$ cat src/rtl/dmem_access_unit.sv
// RV32I memory-stage load/store unit: aligns stores onto a word-addressed
// data-memory port, formats load data, and stalls the pipeline until the access retires.
module dmem_access_unit (
    input  logic        clk,
    input  logic        rst,
    input  logic        valid_i,
    input  logic        dmem_read_i,
    input  logic        dmem_write_i,
    input  logic [2:0]  funct3_i,
    input  logic [31:0] addr_i,
    input  logic [31:0] store_data_i,
    output logic [31:0] dmem_address,
    output logic        dmem_read,
    output logic        dmem_write,
    output logic [3:0]  dmem_mbe,
    output logic [31:0] dmem_wdata,
    input  logic [31:0] dmem_rdata,
    input  logic        dmem_resp,
    output logic        stall_o,
    output logic [31:0] load_data_o,
    output logic        load_valid_o,
    output logic        err_o
);

    localparam int unsigned XLEN = 32;

    typedef enum logic [1:0] {IDLE, BUSY, DONE} state_t;

    state_t            state, state_next;
    logic              op_c, bad_c, accept_c, complete_c;
    logic [3:0]        mbe_c;
    logic [2:0]        funct3_q;
    logic [1:0]        offset_q;
    logic              is_load_q;
    logic [XLEN-1:0]   rdata_shift_c, load_fmt_c;

    assign op_c = valid_i & (dmem_read_i | dmem_write_i);

    // Reject conflicting controls, unknown widths and misaligned halves/words.
    always_comb begin
        bad_c = 1'b0;
        if (dmem_read_i && dmem_write_i) begin
            bad_c = 1'b1;
        end else if (dmem_read_i) begin
            case (funct3_i)
                3'd0, 3'd4: bad_c = 1'b0;
                3'd1, 3'd5: bad_c = addr_i[0];
                3'd2:       bad_c = (addr_i[1:0] != 2'b00);
                default:    bad_c = 1'b1;
            endcase
        end else if (dmem_write_i) begin
            case (funct3_i)
                3'd0:    bad_c = 1'b0;
                3'd1:    bad_c = addr_i[0];
                3'd2:    bad_c = (addr_i[1:0] != 2'b00);
                default: bad_c = 1'b1;
            endcase
        end
    end

    always_comb begin
        case (funct3_i[1:0])
            2'd0:    mbe_c = 4'b0001 << addr_i[1:0];
            2'd1:    mbe_c = 4'b0011 << addr_i[1:0];
            default: mbe_c = 4'b1111;
        endcase
    end

    always_ff @(posedge clk) begin
        if (rst) begin
            state <= IDLE;
        end else begin
            state <= state_next;
        end
    end

    always_comb begin
        state_next = state;
        stall_o    = 1'b0;
        err_o      = 1'b0;
        accept_c   = 1'b0;
        complete_c = 1'b0;
        case (state)
            IDLE: begin
                if (op_c) begin
                    if (bad_c) begin
                        err_o = 1'b1;
                    end else begin
                        accept_c   = 1'b1;
                        stall_o    = 1'b1;
                        state_next = BUSY;
                    end
                end
            end
            BUSY: begin
                stall_o = 1'b1;
                if (dmem_resp) begin
                    complete_c = 1'b1;
                    state_next = DONE;
                end
            end
            // Inputs still describe the retiring instruction here; ignore them.
            DONE:    state_next = IDLE;
            default: state_next = IDLE;
        endcase
    end

    assign rdata_shift_c = dmem_rdata >> {offset_q, 3'b000};

    always_comb begin
        case (funct3_q)
            3'd0:    load_fmt_c = {{24{rdata_shift_c[7]}}, rdata_shift_c[7:0]};
            3'd1:    load_fmt_c = {{16{rdata_shift_c[15]}}, rdata_shift_c[15:0]};
            3'd4:    load_fmt_c = {24'd0, rdata_shift_c[7:0]};
            3'd5:    load_fmt_c = {16'd0, rdata_shift_c[15:0]};
            default: load_fmt_c = dmem_rdata;
        endcase
    end

    // Request capture on acceptance, request release and load capture on response.
    always_ff @(posedge clk) begin
        if (rst) begin
            dmem_address <= '0;
            dmem_mbe     <= 4'b0000;
            dmem_wdata   <= '0;
            dmem_read    <= 1'b0;
            dmem_write   <= 1'b0;
            funct3_q     <= 3'd0;
            offset_q     <= 2'd0;
            is_load_q    <= 1'b0;
            load_valid_o <= 1'b0;
            load_data_o  <= '0;
        end else begin
            if (accept_c) begin
                dmem_address <= {addr_i[31:2], 2'b00};
                dmem_mbe     <= mbe_c;
                dmem_wdata   <= store_data_i << {addr_i[1:0], 3'b000};
                funct3_q     <= funct3_i;
                offset_q     <= addr_i[1:0];
                is_load_q    <= dmem_read_i;
                dmem_read    <= dmem_read_i;
                dmem_write   <= dmem_write_i;
            end else if (complete_c) begin
                dmem_read    <= 1'b0;
                dmem_write   <= 1'b0;
            end
            load_valid_o <= complete_c & is_load_q;
            if (complete_c && is_load_q) begin
                load_data_o <= load_fmt_c;
            end
        end
    end

endmodule

$ cat config.mk
export PLATFORM = sky130hd
export DESIGN_NAME = dmem_access_unit
export DESIGN_NICKNAME = d
export VERILOG_FILES = /design/src/rtl/dmem_access_unit.sv
export SDC_FILE = /design/constraint.sdc
export NUM_CORES = 1
export LEC_CHECK = 0
export ABC_AREA = 0
export CORE_MARGIN = 10
export CORE_UTILIZATION = 48
export DETAILED_ROUTE_END_ITERATION = 10
export HOLD_SLACK_MARGIN = 0.02
export PLACE_DENSITY_LB_ADDON = 0.1
export SLEW_MARGIN = 20
export SYNTH_ARGS = -nofsm -noshare
export SYNTH_HDL_FRONTEND = slang
export SYNTH_SLANG_ARGS = --single-unit
$ cat constraint.sdc
create_clock -name clk -period 4.7 [get_ports clk]
set_input_delay 0.94 -clock clk [delete_from_list [all_inputs] [get_ports clk]]
set_output_delay 0.94 -clock clk [all_outputs]
set_load 0.005 [all_outputs]
* After elaboration in Yosys (flattened, before gate mapping)
Cells that the tools add are included.
** Storage, ports and cells
- Register bits after elaboration :: 109
- Input port bits :: 105
- Logic and storage cells :: 64
** Operators by class
- Bitwise logic cells :: 3
- Reduce and logical (&&, ||, !) cells :: 11
- Muxes and demuxes :: 23
- Shifts and indexed selects :: 4
- Equal/unequal tests :: 12
** Operator list (count)
- 32-bit one-hot mux with 4 select lines :: 1
- 32-bit by 5-bit left shift with 32-bit output :: 1
- 32-bit by 5-bit right shift with 16-bit output :: 1
- 1-bit 2-to-1 mux :: 14
- 3-bit == test, second input constant :: 4
- 4-bit one-hot mux with 2 select lines :: 1
- 3-bit by 1-bit == test with 1-bit output, second input constant :: 2
- 3-bit logical NOT :: 2
- 2-bit 2-to-1 mux :: 3
- 2-bit inequality test, second input constant :: 3
- 1-bit one-hot mux with 3 select lines :: 2
- 2-bit by 1-bit == test with 1-bit output, second input constant :: 2
- 2-bit logical NOT :: 2
- 2-bit one-hot mux with 2 select lines :: 1
- 2-bit nonzero test :: 2
- 2-bit OR reduction :: 2
- 1-bit by 2-bit left shift with 4-bit output, first input constant :: 1
- 2-bit by 2-bit left shift with 4-bit output, first input constant :: 1
- 3-bit by 2-bit == test with 1-bit output, second input constant :: 1
- 3-bit AND reduction :: 1
- 1-bit bitwise AND :: 2
- 1-bit logical AND :: 2
- 1-bit one-hot mux with 2 select lines :: 1
- 1-bit bitwise OR :: 1

* Longest topological paths before layout
- Word-level depth :: 9
- Gate-level depth with buffers :: 8
- Depth with buffers taken out :: 4

* Least setup slack after synthesis
OpenSTA, ideal clock, no wires.
- Path kind :: input -> output
- Start point :: input port addr_i[0]
- End point :: output port err_o
- Data required time :: 3.760 ns
- Stages on the path :: 7
- Path slack :: 1.703 ns
- Data arrival time :: 2.057 ns
- Cell sequence :: buf_2 > a21oi_1 > or3_1 > buf_4 > buf_6 > o21ai_0 > nor3b_1
** On the way
- Longest elaborated chain between the ends :: 8
- Elaborated cells on any way between the ends :: 9
- Those cells by class :: mux (8); reduce/logical (1)
** Ends and longest elaborated chain
- start: declaration :: RTL line 10 : input logic [31:0] addr_i,
- 2-bit nonzero test :: RTL line 48, 55
- 1-bit one-hot mux with 3 select lines :: RTL line 52 : case (funct3_i)
- 1-bit 2-to-1 mux :: RTL line 51 : end else if (dmem_write_i) begin
- 1-bit 2-to-1 mux * :: RTL line 44 : end else if (dmem_read_i) begin
- 1-bit 2-to-1 mux * :: RTL line 42 : if (dmem_read_i && dmem_write_i) begin
- 1-bit 2-to-1 mux * :: RTL line 86 : if (bad_c) begin
- 1-bit 2-to-1 mux * :: RTL line 85 : if (op_c) begin
- 1-bit 2-to-1 mux * :: RTL line 83 : case (state)
- end: declaration :: RTL line 22 : output logic err_o
Every way passes the cells marked *; elsewhere a longest branch is shown, timed or not.

* Worst setup path in the final report
- Start point :: input port funct3_i[1]
- End point :: output port stall_o
** On the way
- Longest elaborated chain between the ends :: 8
- Elaborated cells on any way between the ends :: 15
- Those cells by class :: eq/ne (4); mux (8); reduce/logical (3)
** Ends and longest elaborated chain
- start: declaration :: RTL line 9 : input logic [2:0] funct3_i,
- 3-bit by 2-bit == test with 1-bit output (tied with other cells) :: RTL line 45, 52
- 1-bit one-hot mux with 3 select lines or 2-bit OR reduction (tied branches) :: RTL line 52, 45
- 1-bit 2-to-1 mux or 1-bit one-hot mux with 3 select lines (tied branches) :: RTL line 51, 45
- 1-bit 2-to-1 mux * :: RTL line 44
- 1-bit 2-to-1 mux * :: RTL line 42
- 1-bit 2-to-1 mux * :: RTL line 86
- 1-bit 2-to-1 mux * :: RTL line 85
- 1-bit one-hot mux with 2 select lines * :: RTL line 83
- end: declaration :: RTL line 19 : output logic stall_o,
Marked as above.

==> impl_metrics.yaml <==
floorplanning:
  die_x_um: 128
  row_count: 39
  start_util_pct: 48.9
  die-area_um2: 16300
  ioPinCount: 210
  die_y_um: 128
  core_um2: 11400
setup_path:
  cp_top_family: "buffers and inverters"
  startpoint_type: "input port"
  crit_arrival_ps: 3190
  crit_fanout: 18
  worstPathRequired_ps: 3760
  critPathSlowestCell: "clkdlybuf4s50_1"
  path_cells: "clkdlybuf4s50_1 > a21oi_1 > or3_2 > nand3_4 > o21ai_0 > clkdlybuf4s50_1"
  r2r_end: "load_data_o[29]"
  path_class: "input port to output pin"
  cp_num_buf_inv: 2
  reg2reg_depth: 4
  path_common_cell: "clkdlybuf4s50_1"
  worst-path-stages: 6
  r2r_start: "offset_q[0]"
  reg2reg_slack_ps: 2520
  crit_path_max_incr_delay_ps: 630
  end_kind: "output pin"
outcome:
  outcome: "finished, final reports clean"
min_path:
  min_to: "load_data_o[2]"
  min_path_cells: 2
  min_path_type: "register to register"
  min_from: "load_data_o[2]"
cts:
  cts_setup_buffers: 0
  cts_buffers: 9
  tritoncts: "yes"
  cts_buffer_depth: 2
  cts-resized-gates: 0
  clk_latency_ps: 350
  clock-sinks: 109
  clockRootBuffer: "clkbuf_16"
  clk_pin_slew_worst_paths_ps: 70
  cts.htree.levels: 3
  ctsHoldBuffers: 0
power:
  ir_drop_mv: 0.195
  power_per_cell_area_nw_per_um2: 269
  p_leak_nw: 2.80
  p_total_mw: 2.11
cells_and_area:
  final_common_cell: "clkdlybuf4s50_1"
  fill_cells: 936
  final_nets: 893
  multiInputGateArea_um2: 3000
  layout_common_cells: "clkdlybuf4s50_1 (205), dfxtp_1 (108), a21oi_1 (88)"
  regArea_um2: 2180
  n_antenna_cell: 0
  drive_gt1_share_pct: 6.94
  final_util_pct: 68.9
  fin_area_um2: 7830
  syn2layout_area_growth_pct: 41.0
synthesis:
  yosys_warnings: 0
  ys_top_cells_by_area: "dfxtp_1 (39%), mux2i_1 (10%), a21oi_1 (7.9%), o31ai_1 (5.8%), nand4_1 (5.0%)"
  netlist_area_um2: 5550
  synth_cell_types: 47
  netlist_instances: 628
  synth_top_cell_area_share_pct: 39.3
  ys.flop_type: "dfxtp_1"
  avgSynthCellArea_um2: 8.84
  ys_seq_area_share_pct: 39.3
  ys_seq_elements: 109
  synth_edf_count: 0
  synth.largest_area_cell: "dfxtp_1"
  async_flop_share_pct: 0
routing:
  drt_iter0_markers: 602
  first_pass_iters: 5
  route.vias.total: 5741
  wire_per_inst_um: 20.8
  drcViolationCount: 0
  wl_um: 19400
  drtAntennaViolNets: 0
  viasPerCell: 6.13
timing:
  rsz0062_at_grt: "no"
  finalSetupViolCount: 0
  final-hold-violation-count: 0
  setup_tns_ps: 0
  tightest_slew_ps: 1010
  finalCritPeriodShare_pct: 87.8
  max_freq_mhz: 242
  slew_headroom_pct: 32.8
  holdWs_ps: 458
  fin_crit_ps: 4130
  skew_ps: 6.81
  maxSlewViolCount: 0
placed_design:
  globalplace.congestion: 0.841
  hpwl_um: 13800
  placed_area_um2: 7530
  port_buffers: 207
grt:
  first_global_vias: 5646
  grt_pass1_wl_um: 30500
  grt_usage_pct: 22.7
  antenna_found_initial: 0
  grt_overflow: 0
  grt_max_degree: 78
flow_run:
  max-cap-violations: 0
[worst min-delay path: cells and delay by family, from the launching register on]
kind | cells | cell delay [ps]
AO/OA/AOI/OAI | 1 | 50
flip-flops | 1 | 310
AND/OR/NAND/NOR | 1 | 50
[where the power goes]
part	internal (mW)	switching [mW]	total, mW
clock	0.429	0.352	0.781
combinational	0.177	0.191	0.367
sequential	0.944	0.0164	0.961
total	1.55	0.559	2.11
[Yosys cell counts, types with 8 or more instances]
master / instances
clkbuf_1: 39
dfxtp_1: 109
mux2_2: 11
nor2_1: 26
a21oi_1: 88
nand4_1: 44
nor2b_1: 11
o31ai_1: 43
mux2i_1: 56
and3_1: 24
buf_2: 13
nand2_1: 23
o21ai_0: 22
buf_6: 8
a31oi_1: 12
a211oi_1: 11
nand2b_1: 12
[state kept, by name (all words and copies together) (netlist names)]
signal	flops
load_valid_o	1
dmem_mbe	4
load_data_o	32
funct3_q	3
state	2
is_load_q	1
dmem_wdata	32
offset_q	2
dmem_address	30
dmem_write	1
dmem_read	1
[layer usage]
layer | global-route usage [%] | vias up | wire (um)
li1 | - | 2679 | -
met1 | 27.3 | 2785 | 7820
met2 | 36.7 | 245 | 9400
met3 | 7.86 | 32 | 1800
met4 | 8.28 | 0 | 432
met5 | 0 | - | 0
[cell type report]
type | count | area share (%)
Multi-Input combinational cell | 445 | 38.3
Sequential cell | 109 | 27.9
Timing Repair Buffer | 219 | 27.5
Clock buffer | 11 | 3.10
Tap cell | 143 | 2.28
Clock inverter | 5 | 0.751
Inverter | 4 | 0.192
[per-stage QoR]
| stage | worst slack, ps | cells |
|---|---|---|
| 3_5_place_dp | 612 | 920 |
| 3_3_place_gp | 646 | 920 |
| 2_1_floorplan | 1700 | 629 |
| 4_1_cts | 600 | 936 |
| 5_1_grt | 481 | 936 |
| 6_report | 573 | 936 |
[logic make-up (layout without fill, tap and decap cells)]
group / after synthesis / count (layout) / share of synthesized area, %
compound gates: 212 / 212 / 24.2
mux: 68 / 68 / 12.7
other cells: 1 / 2 / 0.0675
buf+inv: 75 / 239 / 6.85
flops: 109 / 109 / 39.3
simple gates: 163 / 163 / 16.9
[how the worst max path moves through the flow]
| stage | to | slack (ps) | from |
|---|---|---|---|
| 2_1_floorplan | err_o | 1700 | addr_i[0] |
| 3_3_place_gp | stall_o | 650 | funct3_i[0] |
| 3_5_place_dp | stall_o | 610 | funct3_i[1] |
| 4_1_cts | stall_o | 600 | funct3_i[1] |
| 5_1_grt | stall_o | 480 | funct3_i[1] |
| 6_report | stall_o | 570 | funct3_i[1] |
Power figures use the tool's default switching activity.
